[config.mk]
export PLATFORM = sky130hd
export DESIGN_NAME = sdram_frame_writer
export DESIGN_NICKNAME = d
export VERILOG_FILES = /design/src/rtl/sdram_frame_writer.sv
export SDC_FILE = /design/constraint.sdc
export NUM_CORES = 2
export LEC_CHECK = 0
export BUFFER_PORTS_ARGS = -buffer_cell sky130_fd_sc_hd__buf_2
export CAP_MARGIN = 20
export CORE_MARGIN = 3
export CORE_UTILIZATION = 30
export CTS_CLUSTER_DIAMETER = 30
export DETAILED_ROUTE_END_ITERATION = 10
export GPL_TIMING_DRIVEN = 0
export PLACE_DENSITY = 0.45
export SLEW_MARGIN = 20
export SYNTH_ARGS = -nofsm -noshare
export SYNTH_HDL_FRONTEND = slang
export SYNTH_SLANG_ARGS = --single-unit
[constraint.sdc]
create_clock -name clk -period 11.8 [get_ports clk]
set_clock_uncertainty 0.2 [all_clocks]
set_input_delay 1.77 -clock clk [delete_from_list [all_inputs] [get_ports clk]]
set_output_delay 1.77 -clock clk [all_outputs]
set_load 0.1 [all_outputs]
[src/rtl/sdram_frame_writer.sv]
// Avalon-MM burst write master: buffers a valid/ready stream and writes one frame to SDRAM in fixed bursts.
// Optional macro SDRAM_WRITER_STATS_EN adds stall_cycles_o (write cycles stalled by waitrequest).
`timescale 1ns/1ps
module sdram_frame_writer #(
   parameter int DATA_W     = 64,
   parameter int ADDR_W     = 29,
   parameter int BURST_LEN  = 16,
   parameter int FIFO_DEPTH = 64,
   parameter int LEN_W      = 24
) (
   input  logic                clk,
   input  logic                rst,
   input  logic                start_i,
   input  logic [ADDR_W-1:0]   base_addr_i,
   input  logic [LEN_W-1:0]    frame_words_i,
   output logic                busy_o,
   output logic                done_o,
   input  logic [DATA_W-1:0]   st_data_i,
   input  logic                st_valid_i,
   output logic                st_ready_o,
   output logic [ADDR_W-1:0]   sdram_address_o,
   output logic [7:0]          sdram_burstcount_o,
   output logic [DATA_W-1:0]   sdram_writedata_o,
   output logic [DATA_W/8-1:0] sdram_byteenable_o,
   output logic                sdram_write_o,
   input  logic                sdram_waitrequest_i
`ifdef SDRAM_WRITER_STATS_EN
   ,
   output logic [31:0]         stall_cycles_o
`endif
);

   localparam int PTR_W = $clog2(FIFO_DEPTH);
   localparam int CNT_W = PTR_W + 1;
   localparam logic [LEN_W-1:0] BURST_LEN_L = LEN_W'(BURST_LEN);

   typedef enum logic [1:0] {S_IDLE, S_FILL, S_BURST, S_DONE} state_t;

   state_t            state_q, state_d;
   logic [ADDR_W-1:0] addr_q, addr_d;
   logic [LEN_W-1:0]  frame_len_q, frame_len_d;
   logic [LEN_W-1:0]  remaining_q, remaining_d;
   logic [LEN_W-1:0]  accepted_q, accepted_d;
   logic [7:0]        burst_len_q, burst_len_d;
   logic [7:0]        beats_left_q, beats_left_d;
   logic [PTR_W-1:0]  wr_ptr_q, wr_ptr_d;
   logic [PTR_W-1:0]  rd_ptr_q, rd_ptr_d;
   logic [CNT_W-1:0]  fifo_cnt_q, fifo_cnt_d;
   logic [DATA_W-1:0] mem_q [FIFO_DEPTH];

   logic             fifo_full;
   logic             push;
   logic             pop;
   logic             start_ok;
   logic             beat_ok;
   logic             last_beat;
   logic [LEN_W-1:0] cur_len;
   logic [LEN_W-1:0] burst_len_ext;

   assign fifo_full     = (fifo_cnt_q == CNT_W'(FIFO_DEPTH));
   assign busy_o        = (state_q != S_IDLE);
   assign done_o        = (state_q == S_DONE);
   assign st_ready_o    = busy_o && !fifo_full && (accepted_q < frame_len_q);
   assign push          = st_valid_i && st_ready_o;
   assign sdram_write_o = (state_q == S_BURST);
   assign beat_ok       = sdram_write_o && !sdram_waitrequest_i;
   assign pop           = beat_ok;
   assign last_beat     = beat_ok && (beats_left_q == 8'd1);
   assign start_ok      = (state_q == S_IDLE) && start_i;
   assign cur_len       = (remaining_q < BURST_LEN_L) ? remaining_q : BURST_LEN_L;
   assign burst_len_ext = LEN_W'(burst_len_q);

   // Show-ahead FIFO head drives the bus directly; gated to zero outside a burst.
   assign sdram_address_o    = addr_q;
   assign sdram_burstcount_o = burst_len_q;
   assign sdram_writedata_o  = sdram_write_o ? mem_q[rd_ptr_q] : '0;
   assign sdram_byteenable_o = sdram_write_o ? '1 : '0;

   always_comb begin
      state_d      = state_q;
      addr_d       = addr_q;
      frame_len_d  = frame_len_q;
      remaining_d  = remaining_q;
      accepted_d   = accepted_q;
      burst_len_d  = burst_len_q;
      beats_left_d = beats_left_q;
      case (state_q)
         S_IDLE: begin
            if (start_i) begin
               frame_len_d = frame_words_i;
               remaining_d = frame_words_i;
               accepted_d  = '0;
               addr_d      = base_addr_i;
               state_d     = (frame_words_i == '0) ? S_DONE : S_FILL;
            end
         end
         S_FILL: begin
            // Whole burst must already be buffered so write never bubbles.
            if (LEN_W'(fifo_cnt_q) >= cur_len) begin
               state_d      = S_BURST;
               burst_len_d  = cur_len[7:0];
               beats_left_d = cur_len[7:0];
            end
         end
         S_BURST: begin
            if (beat_ok) begin
               beats_left_d = beats_left_q - 8'd1;
            end
            if (last_beat) begin
               addr_d      = addr_q + ADDR_W'(burst_len_q);
               remaining_d = remaining_q - burst_len_ext;
               state_d     = (remaining_q == burst_len_ext) ? S_DONE : S_FILL;
            end
         end
         S_DONE:  state_d = S_IDLE;
         default: state_d = S_IDLE;
      endcase
      if (push) begin
         accepted_d = accepted_q + LEN_W'(1);
      end
   end

   always_comb begin
      wr_ptr_d   = wr_ptr_q;
      rd_ptr_d   = rd_ptr_q;
      fifo_cnt_d = fifo_cnt_q;
      if (push) begin
         wr_ptr_d = wr_ptr_q + PTR_W'(1);
      end
      if (pop) begin
         rd_ptr_d = rd_ptr_q + PTR_W'(1);
      end
      if (push && !pop) begin
         fifo_cnt_d = fifo_cnt_q + CNT_W'(1);
      end else if (pop && !push) begin
         fifo_cnt_d = fifo_cnt_q - CNT_W'(1);
      end
   end

   always_ff @(posedge clk or posedge rst) begin
      if (rst) begin
         state_q      <= S_IDLE;
         addr_q       <= '0;
         frame_len_q  <= '0;
         remaining_q  <= '0;
         accepted_q   <= '0;
         burst_len_q  <= '0;
         beats_left_q <= '0;
         wr_ptr_q     <= '0;
         rd_ptr_q     <= '0;
         fifo_cnt_q   <= '0;
      end else begin
         state_q      <= state_d;
         addr_q       <= addr_d;
         frame_len_q  <= frame_len_d;
         remaining_q  <= remaining_d;
         accepted_q   <= accepted_d;
         burst_len_q  <= burst_len_d;
         beats_left_q <= beats_left_d;
         wr_ptr_q     <= wr_ptr_d;
         rd_ptr_q     <= rd_ptr_d;
         fifo_cnt_q   <= fifo_cnt_d;
      end
   end

   // Storage is not reset; emptiness is defined by the pointers and count.
   always_ff @(posedge clk) begin
      if (push) begin
         mem_q[wr_ptr_q] <= st_data_i;
      end
   end

`ifdef SDRAM_WRITER_STATS_EN
   logic [31:0] stall_q, stall_d;

   always_comb begin
      stall_d = stall_q;
      if (start_ok) begin
         stall_d = '0;
      end else if (sdram_write_o && sdram_waitrequest_i && (stall_q != '1)) begin
         stall_d = stall_q + 32'd1;
      end
   end

   always_ff @(posedge clk or posedge rst) begin
      if (rst) begin
         stall_q <= '0;
      end else begin
         stall_q <= stall_d;
      end
   end

   assign stall_cycles_o = stall_q;
`else
   logic unused_start_ok;
   assign unused_start_ok = start_ok;
`endif

endmodule

# Word level (Yosys, flattened, before mapping)
# Memory sizes are Yosys's and may differ from the RTL's.
# Cells that the tools add are included.
[word_totals]
register_bits = 138
latchBits = 0
ramBits = 4096
mem_bits_ro = 0
input_bits = 122
output_inout_bits = 113
elab_cells = 82
mem_count = 1
[op_classes]
add_sub_neg = 8
mul = 0
n_div = 0
order_cmp = 3
n_eq_ne = 10
shifts = 0
n_mux = 25
bitwise_logic = 0
reduce_logical = 25
[mem_list]
columns = ["memory", "depth", "width", "rd", "rd_clocked_by_memory_dff", "wr", "line_no", "rtl"]
rows = [
  ["mem_q", 64, 64, 1, 0, 1, "49", "logic [DATA_W-1:0] mem_q [FIFO_DEPTH];"],
]
[op_table]
columns = ["operator", "n"]
rows = [
  ["$mux 24", 6],
  ["$mux 64", 1],
  ["$mux 29", 2],
  ["$pmux 29 s2", 1],
  ["$pmux 24 s2", 1],
  ["$add 29x8->29", 1],
  ["$add 24x1->24 const B", 1],
  ["$eq 24x8->1", 1],
  ["$ge 7x24->1", 1],
  ["$logic_not 24->1", 1],
  ["$lt 24x24->1", 1],
  ["$lt 24x5->1 const B", 1],
  ["$mux 8", 3],
  ["$sub 24x8->24", 1],
  ["$pmux 8 s2", 1],
  ["$mux 7", 2],
  ["$add 6x1->6 const B", 2],
  ["$reduce_bool 2->1", 6],
  ["$mux 2", 5],
  ["$reduce_and 3->1", 3],
  ["$eq 8x1->1 const B", 1],
  ["$pmux 2 s4", 1],
  ["$sub 8x1->8 const B", 1],
  ["$add 7x1->7 const B", 1],
  ["other kinds (11)", 26],
]

# Logic depth before layout (Yosys ltp)
[depth]
word_depth = 9
ltp_mapped = 20
mapped_depth_nobuf = 18

# Worst setup path before layout
# OpenSTA, ideal clock, no wires.
[synth_timing]
path_type = "register -> output"
from = "register state_q[1]"
to = "output sdram_writedata_o[44]"
arrival_ns = 4.268
required_time_ns = 9.830
slack_ns = 5.562
stages_incl_launch_ff = 7
path_cell_list = "dfrtp_1 > buf_2 > nand2_1 > clkinv_1 > clkbuf_1 > a31oi_1 > o21ai_0"
[synth_via]
elab_chain_cells = 2
[synth_lines]
columns = ["element", "line_no", "rtl"]
rows = [
  ["start: declaration", "39", "state_t state_q, state_d;"],
  ["start signal: assignment", "153", "state_q <= state_d;"],
  ["$eq 2x2->1", "65", "assign sdram_write_o = (state_q == S_BURST);"],
  ["via sdram_write_o", "25", "output logic sdram_write_o,"],
  ["$mux 64", "76", "assign sdram_writedata_o = sdram_write_o ? mem_q[rd_ptr_q] : '0;"],
  ["end: declaration", "23", "output logic [DATA_W-1:0] sdram_writedata_o,"],
]
# The timed path passes the listed nets, and every way through them passes these cells.

# Worst setup path after layout
[layout_timing]
from = "register rd_ptr_q[1]"
to = "output sdram_writedata_o[29]"
[layout_via]
elab_chain_cells = 2
[layout_lines]
columns = ["element", "line_no", "rtl"]
rows = [
  ["start: declaration", "47", "logic [PTR_W-1:0] rd_ptr_q, rd_ptr_d;"],
  ["start signal: assignment", "161", "rd_ptr_q <= rd_ptr_d;"],
  ["$mem_v2 64x64", "n/a", ""],
  ["$mux 64", "76", ""],
]
# Every way passes these cells.

==> results.sh <==
export IMPL_htree_num_levels=6
export IMPL_routed_via_density=5.24
export IMPL_cp_max_fo=17
export IMPL_setup_viol=0
export IMPL_grt_usage_pct=20.1
export IMPL_slowest_stage="clkbuf_1"
export IMPL_dieArea_mm2=0.554
export IMPL_drv_slew=0
export IMPL_numPortBuffers=234
export IMPL_root_buffer="clkbuf_16"
export IMPL_die_h_um=744
export IMPL_worst_slew_pin_slew_ns=1.26
export IMPL_area_growth_pct=31.6
export IMPL_r2r_setup_slack_ns=5.86
export IMPL_cts_inserted_buffers=905
export IMPL_p_leak_nw=70.0
export IMPL_nNetsFinal=8730
export IMPL_n_fill_cell=47700
export IMPL_slew_headroom_pct=15.8
export IMPL_rows=270
export IMPL_die_x_um=744
export IMPL_post_cts_buffers=0
export IMPL_cts_hold_buf=0
export IMPL_fin_ws_ns=2.90
export IMPL_dr_max_layer_used="met5"
export IMPL_synth_edf_count=4096
export IMPL_place_hpwl_um=394000
export IMPL_drc=0
export IMPL_outcome="complete, no violations"
export IMPL_crit_end="sdram_writedata_o[29]"
export IMPL_wl_per_cell_um=34.1
export IMPL_reg2reg_depth=14
export IMPL_antenna_found_initial=50
export IMPL_worst_path_stages=10
export IMPL_rsz0062_at_grt="false"
export IMPL_ir_drop_mv=0.162
export IMPL_first_pass_iters=8
export IMPL_final_antenna_net_count=0
export IMPL_core_mm2=0.542
export IMPL_final_area_mm2=0.215
export IMPL_drt_initial_drc_count=10400
export IMPL_hold_ws_ns=0.279
export IMPL_async_reset_ff_share_pct=3.26
export IMPL_yosysSeqAreaShare_pct=77.4
export IMPL_yosysWarnings=0
export IMPL_finalHoldViolations=0
export IMPL_path_cells="buf_2 > buf_2 > buf_2 > clkbuf_1 > mux4_2 > o22ai_1 > a211oi_1 > a21oi_1 > o21ai_0 > buf_2"
export IMPL_cp_start_kind="flop"
export IMPL_vias=86800
export IMPL_cp_slowest_stage_delay_ns=0.99
export IMPL_dpl_worst_slack_ns=3.87
export IMPL_fin_crit_sh_pct=75.4
export IMPL_final_core_util_pct=39.7
export IMPL_hold_depth=2
export IMPL_grt_max_degree=84
export IMPL_drive_above_1_share_pct=39.4
export IMPL_syn_inst=7012
export IMPL_synth_ff_type="edfxtp_1"
export IMPL_final_cell_mix="edfxtp_1, mux4_2, clkbuf_16"
export IMPL_met1_length_um=229000
export IMPL_clock_sinks=4234
export IMPL_cts_tree="built"
export IMPL_synth_area_mm2=0.163
export IMPL_fmaxAchievable_mhz=112
export IMPL_overflow=0
export IMPL_cp_buffers_inverters=5
export IMPL_grt_pass1_vias=89000
export IMPL_r2r_start="accepted_q[21]"
export IMPL_clk_path_buf_depth=4
export IMPL_wl_met3_um=41900
export IMPL_required_ns=9.83
export IMPL_power_density_mw_per_mm2=263
export IMPL_place_area_mm2=0.183
export IMPL_initial_core_util_pct=30.2
export IMPL_min_path_type="reg2reg"
export IMPL_ys_seq_elements=4234
export IMPL_layout_commonest_cell="edfxtp_1"
export IMPL_insertion_delay_ns=1.09
export IMPL_wl_met2_um=276000
export IMPL_cp_end_kind="output pin"
export IMPL_path_class="reg2out"
export IMPL_crit_start="rd_ptr_q[1]"
export IMPL_drv_cap=0
export IMPL_gp_congestion=0.793
export IMPL_regToRegEndpoint="mem_q[3][35]"
export IMPL_cpLargestDelayFamily="buffers and inverters"
export IMPL_wl_um=565000
export IMPL_cp_common_cell="buf_2"
export IMPL_avgSynthCellArea_um2=23.3
export IMPL_min_period_ns=8.90
export IMPL_ctsResizeCount=0
export IMPL_yosysUniqueCellTypes=76
export IMPL_clk_pin_slew_worst_paths_ns=0.05
export IMPL_arrival_ns=6.93
export IMPL_grt_pass1_wl_um=761000
export IMPL_ios=235
==> worst min-delay path, stage by stage (launching register included) <==
cell,delay (ns)
dfrtp_1,0.34
nand2_1,0.05
nand2_1,0.05
==> cell type report <==
class	instances	area [um2]	area share, %
diodes	34	85.1	0.0396
plain buffers	381	1760	0.820
clock buffers	999	23200	10.8
clock inverters	695	8540	3.97
inverters	57	221	0.103
multi-input cells	2341	35600	16.6
flip-flops and latches	4234	126000	58.8
well taps	7208	9020	4.19
repair buffers	628	10200	4.76
==> metrics by stage <==
stage / TNS (ns) / std cells / total power [W]
2_1_floorplan: 0 / 7013 / 0.0256
3_3_place_gp: -3996.72 / 14500 / 0.0308
3_5_place_dp: 0 / 14800 / 0.0312
4_1_cts: 0 / 16500 / 0.0572
5_1_grt: 0 / 16600 / 0.0584
6_report: 0 / 16600 / 0.0566
==> registers in the layout, summed over array words and instances (netlist names) <==
signal / cells
mem_q: 4096
sdram_address_o: 29
accepted_q: 24
frame_len_q: 24
remaining_q: 24
beats_left_q: 8
sdram_burstcount_o: 8
fifo_cnt_q: 7
rd_ptr_q: 6
wr_ptr_q: 6
state_q: 2
==> per-layer routing <==
metal / up-vias / global-route usage (%)
met5: - / 0
met4: 10 / 6.32
met3: 980 / 3.92
met2: 4098 / 33.3
met1: 47900 / 26.7
li1: 33800 / -
==> how the worst min path moves through the flow <==
stage                   start        endpoint  slack (ns)
2_1_floorplan  frame_len_q[0]  frame_len_q[0]        0.25
3_3_place_gp   accepted_q[23]  accepted_q[23]        0.28
3_5_place_dp   frame_len_q[0]  frame_len_q[0]        0.28
4_1_cts        frame_len_q[0]  frame_len_q[0]        0.28
5_1_grt        frame_len_q[0]  frame_len_q[0]        0.31
6_report       frame_len_q[0]  frame_len_q[0]        0.28
==> Yosys cell counts (all sizes together), types with 19 or more instances <==
cell type,n,area [um2]
a211oi,32,240
inv,54,203
ha,57,713
nand4,19,119
a22oi,126,946
o21ai,76,380
mux4,1254,28200
a21oi,76,380
nor3,25,136
dfrtp,138,3450
buf,154,766
nor2,129,484
o22ai,47,300
nand2,199,747
clkbuf,227,852
mux2i,55,551
edfxtp,4096,123000
nand3,29,145
==> kinds of logic after synthesis <==
kind of cell	count (synthesis)	share of synthesized area, %
AO/OA/AOI/OAI	445	1.82
XOR/XNOR	24	0.129
adder cells (fa/ha/maj)	60	0.473
buffers and inverters	438	1.12
flip-flops	4234	77.4
multiplexers	1314	17.7
other	1	0.00229
AND/OR/NAND/NOR	496	1.41
==> where the power goes <==
part	internal (W)	switching [W]	total (W)	leakage [nW]
Clock	0.0174	0.00846	0.0259	15.2
Combinational	0.00519	0.00833	0.0135	16.3
Sequential	0.0170	0.000222	0.0172	38.5
No activity file was read; power rests on OpenSTA's default activity.
